## src/rtl/handshake_pkg.sv

```systemverilog
// rtl/handshake_pkg.sv - shared handshake types and counting helpers
package handshake_pkg;

  typedef enum logic [1:0] {
    BUF_EMPTY = 2'd0,
    BUF_ONE   = 2'd1,
    BUF_TWO   = 2'd2
  } occ_e;

  localparam int unsigned SAT_MAX_WIDTH = 32;

  // Saturates at 2^width-1; value is zero-extended into 32 bits by the caller.
  function automatic logic [SAT_MAX_WIDTH-1:0] sat_inc(
    input logic [SAT_MAX_WIDTH-1:0] value,
    input int unsigned              width
  );
    logic [SAT_MAX_WIDTH-1:0] max_val;
    if (width >= SAT_MAX_WIDTH) begin
      max_val = '1;
    end else begin
      max_val = (32'd1 << width) - 32'd1;
    end
    if (value >= max_val) begin
      return max_val;
    end
    return value + 32'd1;
  endfunction

endpackage

```

## src/rtl/handshake_elastic_buf2.sv

```systemverilog
// rtl/handshake_elastic_buf2.sv - 2-slot FIFO elastic buffer with registered ready
module handshake_elastic_buf2
  import handshake_pkg::*;
#(
  parameter int unsigned WIDTH = 1
) (
  input  logic             clk,
  input  logic             rst_n,
  input  logic [WIDTH-1:0] in_data,
  input  logic             in_valid,
  output logic             in_ready,
  output logic [WIDTH-1:0] out_data,
  output logic             out_valid,
  input  logic             out_ready
);

  occ_e             state_q, state_d;
  logic [WIDTH-1:0] head_q, head_d;
  logic [WIDTH-1:0] tail_q, tail_d;
  logic             in_ready_q, in_ready_d;
  logic             push, pop;

  assign push = in_valid && in_ready_q;
  assign pop  = out_valid && out_ready;

  always_ff @(posedge clk or negedge rst_n) begin
    if (!rst_n) begin
      state_q    <= BUF_EMPTY;
      head_q     <= '0;
      tail_q     <= '0;
      in_ready_q <= 1'b1;
    end else begin
      state_q    <= state_d;
      head_q     <= head_d;
      tail_q     <= tail_d;
      in_ready_q <= in_ready_d;
    end
  end

  always_comb begin
    state_d = state_q;
    head_d  = head_q;
    tail_d  = tail_q;
    unique case (state_q)
      BUF_EMPTY: begin
        if (push) begin
          state_d = BUF_ONE;
          head_d  = in_data;
        end
      end
      BUF_ONE: begin
        if (push && pop) begin
          head_d = in_data;
        end else if (push) begin
          state_d = BUF_TWO;
          tail_d  = in_data;
        end else if (pop) begin
          state_d = BUF_EMPTY;
        end
      end
      BUF_TWO: begin
        // in_ready_q is low here, so only a pop can happen
        if (pop) begin
          state_d = BUF_ONE;
          head_d  = tail_q;
        end
      end
      default: begin
        state_d = BUF_EMPTY;
      end
    endcase
    in_ready_d = (state_d != BUF_TWO);
  end

  always_comb begin
    out_valid = (state_q != BUF_EMPTY);
    out_data  = out_valid ? head_q : '0;
    in_ready  = in_ready_q;
  end

endmodule

```

## src/rtl/handshake_constant_match.sv

```systemverilog
// rtl/handshake_constant_match.sv - compares data tokens to a constant, emits a 1-bit match token
module handshake_constant_match
  import handshake_pkg::*;
#(
  parameter int unsigned DATA_WIDTH  = 32,
  parameter int unsigned CONST_VALUE = 1,
  parameter int unsigned CNT_WIDTH   = 16
) (
  input  logic                  clk,
  input  logic                  rst,
  input  logic [DATA_WIDTH-1:0] ins,
  input  logic                  ins_valid,
  output logic                  ins_ready,
  output logic                  outs,
  output logic                  outs_valid,
  input  logic                  outs_ready,
  output logic [CNT_WIDTH-1:0]  mismatch_count
);

  localparam logic [DATA_WIDTH-1:0] CONST_W = DATA_WIDTH'(CONST_VALUE);

  logic                 match;
  logic                 in_xfer;
  logic [0:0]           buf_out;
  logic [CNT_WIDTH-1:0] cnt_q, cnt_d;

  assign match   = (ins == CONST_W);
  assign in_xfer = ins_valid && ins_ready;

  handshake_elastic_buf2 #(
    .WIDTH (1)
  ) u_buf (
    .clk       (clk),
    .rst_n     (rst),
    .in_data   (match),
    .in_valid  (ins_valid),
    .in_ready  (ins_ready),
    .out_data  (buf_out),
    .out_valid (outs_valid),
    .out_ready (outs_ready)
  );

  assign outs = buf_out[0];

  // Counts at acceptance time, so output backpressure never affects it
  always_comb begin
    cnt_d = cnt_q;
    if (in_xfer && !match) begin
      cnt_d = CNT_WIDTH'(sat_inc(SAT_MAX_WIDTH'(cnt_q), CNT_WIDTH));
    end
  end

  always_ff @(posedge clk or negedge rst) begin
    if (!rst) begin
      cnt_q <= '0;
    end else begin
      cnt_q <= cnt_d;
    end
  end

  assign mismatch_count = cnt_q;

endmodule
```

## config.mk

```make
export PLATFORM = sky130hd
export DESIGN_NAME = handshake_constant_match
export DESIGN_NICKNAME = d
export VERILOG_FILES = /design/src/rtl/handshake_pkg.sv /design/src/rtl/handshake_elastic_buf2.sv /design/src/rtl/handshake_constant_match.sv
export SDC_FILE = /design/constraint.sdc
export NUM_CORES = 1
export LEC_CHECK = 0
export ABC_AREA = 1
export ABC_CLOCK_PERIOD_IN_PS = 3700
export CAP_MARGIN = 25
export CORE_UTILIZATION = 48
export DETAILED_ROUTE_END_ITERATION = 8
export GPL_ROUTABILITY_DRIVEN = 0
export GPL_TIMING_DRIVEN = 0
export HOLD_SLACK_MARGIN = 0.05
export PLACE_DENSITY = 0.86
export SLEW_MARGIN = 20
export SYNTH_ARGS = -nofsm -noshare
export SYNTH_HDL_FRONTEND = slang
export SYNTH_SLANG_ARGS = --single-unit
```

## constraint.sdc

```tcl
create_clock -name clk -period 3.7 [get_ports clk]
set_input_delay 0.74 -clock clk [delete_from_list [all_inputs] [get_ports clk]]
set_output_delay 0.74 -clock clk [all_outputs]
set_load 0.03 [all_outputs]
```

==> results of run 1 <==
## worst max-delay path, stage by stage (launching register included)
cell	delay, ns
dfrtp_1	0.41
inv_1	0.07
nand2_1	0.08
clkdlybuf4s50_1	0.67
## Yosys cell counts, drive strengths merged
cell type and number:
dfrtp 20, o21ai 4, nand4 6, o31ai 1, nor3 1, nor2 41, ha 1, or2 1
nand3 21, dfstp 1, buf 3, inv 20, nand2 101, nand3b 1, or3 1, o21a 1
xnor2 3
## cells by family after synthesis
| family | after synthesis | share of synthesized area, % |
|---|---|---|
| AO/OA/AOI/OAI | 6 | 2.39 |
| XOR/XNOR | 3 | 1.79 |
| AND/OR/NAND/NOR | 173 | 52.2 |
| adder cells (fa/ha/maj) | 1 | 0.852 |
| buffers and inverters | 23 | 6.90 |
| flip-flops | 21 | 35.9 |
## metal layers
metal,vias to the layer above,GRT usage (%)
met3,4,4.08
met2,25,39.0
met5,-,0
met4,0,5.23
met1,696,29.9
li1,828,-
## flip-flops by register name, indices dropped and copies added (netlist names)
register        cells
mismatch_count     16
u_buf.state_q       2
u_buf.head_q        1
u_buf.in_ready      1
u_buf.tail_q        1
## stage by stage
stage / cell area [um^2] / power, mW
2_1_floorplan: 1470 / 0.574
3_3_place_gp: 2050 / 0.722
3_5_place_dp: 2050 / 0.731
4_1_cts: 2070 / 0.842
5_1_grt: 2090 / 0.902
6_report: 2090 / 0.838
## cell type report
type / instances / area (um^2)
multi-input combinational: 183 / 841
fill: 233 / 739
timing repair buffer: 55 / 556
sequential: 21 / 527
inverter: 20 / 75.1
tap: 31 / 38.8
clock buffer: 4 / 26.3
buffer: 3 / 26.3
## worst paths after layout
check,start,end,slack [ns],cells past startpoint
max in group asynchronous,rst,u_buf.in_ready,2.46,2
min in group asynchronous,rst,mismatch_count[1],0.72,1
hold / removal,u_buf.head_q,u_buf.head_q,0.50,2
setup reg to reg,mismatch_count[0],mismatch_count[14],2.06,8
setup / recovery,u_buf.state_q[0],outs_valid,1.42,3
hold reg to reg,u_buf.head_q,u_buf.head_q,0.50,2
## placed cells by master (no fill, tap or decap), drive strengths merged
master         instances
o21a                   1
nor2                  41
ha                     1
o21ai                  4
clkdlybuf4s50         54
or3                    1
buf                    4
inv                   20
dfrtp                 20
nand4                  6
nand3                 21
clkbuf                 4
nand2                101
o31ai                  1
xnor2                  3
or2                    1
nor3                   1
nand3b                 1
dfstp                  1
## where the power goes
part,leakage (nW),switching [mW],internal [mW]
registers,0.281,0.0559,0.275
logic,0.722,0.222,0.175
clock network,0.0150,0.0684,0.0421
==> metrics.cfg, run 1 <==
[run_status]
status = finished with violations
violations = DRC

[sta]
period_needed_ns = 2.28
fin_crit_sh_pct = 61.5
max_slew.worst_pin.slew_ns = 0.479
setup_viol = 0
setup_tns_ns = 0
clock.fmax_mhz = 439
skew_ns = 0.0104
hold_ws_ns = 0.496
hold_viol = 0
setup_ws_ns = 1.42
finalMaxSlewViolations = 0
slew-limit-headroom_pct = 68.0
rsz0062_at_grt = no

[cts]
cts.sinks = 21
post_cts_buffers = 0
cts_resized = 0
clk_pin_slew_ns = 0.11
cts_buffers = 3
postCtsHoldBufs = 0
ctsLongestPathBuffers = 2
cts_tree = yes
htreeDepth = 1
clk_latency_ns = 0.31
cts_root_buffer = clkbuf_4

[detailed_routing]
wl_met2_um = 1640
drt-met1-wl_um = 1600
wl_met3_um = 113
firstDrtPassIters = 7
drc = 1
vias = 1553
drt_wl_total_um = 3390
drtIter0Drc = 61
top_layer = met4
wl_per_cell_um = 10.7
antenna_left = 0
viasPerCell = 4.90

[worst_setup_path]
worstPathRequired_ns = 2.96
cp.arrival_ns = 1.54
critical_path_class = reg2out
worstSetupEndpointType = output port
start_kind = register
crit_path_max_fanout = 4

[global_route]
grt_start_max_net_pins = 22
grt_usage_pct = 22.7
grt_first_pass_wirelength_um = 5840
overflow = 0
grt_pass1_vias = 1313
antenna_found_initial = 0

[synthesis]
yosys_warnings = 0
yosys.cell_types.count = 23
synth_top_area_share_pct = 34.1
netlist_area_um2 = 1470
ys_seq_elements = 21
synthCells = 227
yosys.area.top_type = dfrtp_1
seq_area_frac_synth_pct = 35.9
syn-num-nets = 264
syn_avg_cell_area_um2 = 6.47
yosys-top-cells-area = dfrtp_1 (34%), nand2_1 (24%), nor2_1 (9.7%), nand3_1 (5.5%), inv_1 (4.9%)

[layout]
drive_gt1_share_pct = 8.74
area_growth_pct = 42.2
utilization_pct = 73.9
final_cells = 317
nets = 324
num_antenna_cells = 0

[placement]
pre_cts_ws_ns = 1.39
dpl.hpwl_um = 2690
placedCellCount = 312
numPortBuffers = 54

[pwr]
power.leakage_nw = 1.02
irDropWorstVdd_mv = 0.356
pwr_density_cell_nw_per_um2 = 401

[floorplanning]
dieArea_um2 = 3290
core_area_um2 = 2830
die_y_um = 57.3
rows = 19
ios = 55
die-width_um = 57.3
start_util_pct = 51.9

[min_path]
min_path_type = reg2reg

[run]
maxCapViolCount = 0

Power figures use the tool's default switching activity.
==> inputs of run 2 (changes only) <==
--- a/config.mk
+++ b/config.mk
@@ -6,14 +6,14 @@
 export NUM_CORES = 1
 export LEC_CHECK = 0
 export ABC_AREA = 1
-export ABC_CLOCK_PERIOD_IN_PS = 3700
+export ABC_CLOCK_PERIOD_IN_PS = 2350
 export CAP_MARGIN = 25
-export CORE_UTILIZATION = 48
+export CORE_UTILIZATION = 44
 export DETAILED_ROUTE_END_ITERATION = 8
 export GPL_ROUTABILITY_DRIVEN = 0
 export GPL_TIMING_DRIVEN = 0
 export HOLD_SLACK_MARGIN = 0.05
-export PLACE_DENSITY = 0.86
+export PLACE_DENSITY = 0.8
 export SLEW_MARGIN = 20
 export SYNTH_ARGS = -nofsm -noshare
 export SYNTH_HDL_FRONTEND = slang
==> constraint.sdc (replaced) <==
create_clock -name clk -period 2.35 [get_ports clk]
set_input_delay 0.47 -clock clk [delete_from_list [all_inputs] [get_ports clk]]
set_output_delay 0.47 -clock clk [all_outputs]
set_load 0.03 [all_outputs]
==> metrics.cfg, run 2 (synthesized netlist as in run 1, its figures left out) <==
[worst_setup_path]
worst-r2r-setup-slack_ns = 0.70  ; was 2.06 ns
endpoint = mismatch_count[0]  ; was outs_valid
cpPeakStageDelay_ns = 0.73  ; was 0.67 ns
crit_path_max_fanout = 8  ; was 4
worstPathRequired_ns = 1.88  ; was 2.96 ns
r2r-end = mismatch_count[14]  ; unchanged
path_depth = 1  ; was 3
crit_family = buffers and inverters  ; unchanged
start_kind = register  ; unchanged
slowest_stage = clkdlybuf4s50_1  ; unchanged
crit_buf_inv = 1  ; was 2
crit_chain = clkdlybuf4s50_1  ; was inv_1 -> nand2_1 -> clkdlybuf4s50_1
rr_worst_depth = 8  ; unchanged
cp-startpoint = mismatch_count[0]  ; was u_buf.state_q[0]
worstSetupEndpointType = output port  ; unchanged
r2r-start = mismatch_count[0]  ; unchanged
cp.arrival_ns = 1.53  ; was 1.54 ns
critical_path_class = reg2out  ; unchanged

[detailed_routing]
drt-met1-wl_um = 1630  ; was 1600 um
firstDrtPassIters = 4  ; was 7
drc = 0  ; was 1
viasPerCell = 4.68  ; was 4.90
wl_per_cell_um = 10.7  ; about the same
wl_met3_um = 126  ; was 113 um
antenna_left = 0  ; unchanged
drt_wl_total_um = 3520  ; was 3390 um
drtIter0Drc = 75  ; was 61
wl_met2_um = 1730  ; was 1640 um
vias = 1541  ; was 1553
top_layer = met4  ; unchanged

[layout]
largest_reg_flops = 16  ; unchanged
area_growth_pct = 42.0  ; was 42.2%
nets = 323  ; was 324
num_antenna_cells = 0  ; unchanged
final_common_cell = nand2_1  ; unchanged
final_cell_mix = nand2_1 (94), clkdlybuf4s50_1 (53), nor2_1 (38)  ; was nand2_1 (94), clkdlybuf4s50_1 (54), nor2_1 (38)
drive_gt1_share_pct = 8.77  ; was 8.74%

[run]
maxCapViolCount = 0  ; unchanged

[global_route]
grt_first_pass_wirelength_um = 6300  ; was 5840 um
grt_start_max_net_pins = 22  ; unchanged
antenna_found_initial = 0  ; unchanged
grt_pass1_vias = 1528  ; was 1313
grt_usage_pct = 23.4  ; was 22.7%
overflow = 0  ; unchanged

[run_status]
status = finished clean  ; was finished with violations

[sta]
finalMaxSlewViolations = 0  ; unchanged
hold_viol = 0  ; unchanged
setup_viol = 0  ; unchanged
fin_crit_sh_pct = 85.1
clock.fmax_mhz = 500
hold_ws_ns = 0.0982  ; was 0.496 ns
skew_ns = 0.00865  ; was 0.0104 ns
setup_tns_ns = 0  ; unchanged
slew-limit-headroom_pct = 67.1  ; was 68.0%
rsz0062_at_grt = no  ; unchanged
max_slew.worst_pin.slew_ns = 0.492  ; was 0.479 ns
period_needed_ns = 2.00

[cts]
postCtsHoldBufs = 0  ; unchanged
cts.sinks = 21  ; unchanged
post_cts_buffers = 0  ; unchanged
cts_root_buffer = clkbuf_4  ; unchanged
cts_resized = 0  ; unchanged
ctsLongestPathBuffers = 2  ; unchanged
cts_tree = yes  ; unchanged
cts_buffers = 3  ; unchanged
clk_pin_slew_ns = 0.12  ; was 0.11 ns
htreeDepth = 1  ; unchanged
clk_latency_ns = 0.30  ; was 0.31 ns

[placement]
dpl.hpwl_um = 2810  ; was 2690 um
numPortBuffers = 54  ; unchanged

[floorplanning]
rows = 20  ; was 19
start_util_pct = 47.3  ; was 51.9%
core_area_um2 = 3100  ; was 2830 um^2
dieArea_um2 = 3570  ; was 3290 um^2
die_y_um = 59.8  ; was 57.3 um
die-width_um = 59.8  ; was 57.3 um
ios = 55  ; unchanged

[min_path]
min_path_type = in2async  ; was reg2reg

[pwr]
pwr_density_cell_nw_per_um2 = 632  ; was 401 nW/um^2
irDropWorstVdd_mv = 0.483  ; was 0.356 mV
power.leakage_nw = 1.01  ; was 1.02 nW

[run 2: cell count changes in the layout (fill, tap and decap cells not counted)]
cell	change
buf_2	+1
buf_8	-1
clkdlybuf4s50_1	-1
[run 2: metal layers]
layer | vias up | global-route usage [%]
li1 | 827 | -
met1 | 678 | 28.7
met2 | 34 | 40.2
met3 | 2 | 5.63
met4 | 0 | 6.98
met5 | - | 0
[run 2: metrics by stage]
step	power [mW]	utilization (%)	cell area (um^2)	std cells	worst slack, ns
finish	1.32	67.2	2090	329	0.351
floorplan	0.903	-	1470	227	0.690
global placement	1.14	66.5	2060	325	0.311
CTS	1.33	67.4	2090	329	0.338
global route	1.43	67.2	2090	329	0.239
detailed placement	1.15	66.5	2060	325	0.272
[run 2: layout make-up]
class | instances | area [um^2]
Fill cell | 299 | 1020
Tap cell | 44 | 55.1
Multi-Input combinational cell | 183 | 841
Clock buffer | 4 | 26.3
Buffer | 3 | 26.3
Inverter | 20 | 75.1
Sequential cell | 21 | 527
Timing Repair Buffer | 54 | 536
[run 2: worst min path at each step]
stage,cells after the start,endpoint
6_report,1,mismatch_count[1]
5_1_grt,1,mismatch_count[4]
4_1_cts,2,u_buf.head_q
3_5_place_dp,2,u_buf.head_q
3_3_place_gp,2,u_buf.head_q
2_1_floorplan,0,mismatch_count[0]
[run 2: power by group]
group / internal [mW] / leakage [nW] / switching (mW)
sequential: 0.433 / 0.281 / 0.0861
clock: 0.0662 / 0.0150 / 0.110
combinational: 0.273 / 0.715 / 0.349
total: 0.772 / 1.01 / 0.545
==> inputs of run 3 (changes only) <==
--- a/config.mk
+++ b/config.mk
@@ -7,7 +7,7 @@
 export LEC_CHECK = 0
 export ABC_AREA = 1
 export ABC_CLOCK_PERIOD_IN_PS = 2350
-export CAP_MARGIN = 25
+export CAP_MARGIN = 5
 export CORE_UTILIZATION = 44
 export DETAILED_ROUTE_END_ITERATION = 8
 export GPL_ROUTABILITY_DRIVEN = 0
==> results of run 3 <==
Same layout as run 2: the final DEF is identical, and so are final timing and power.
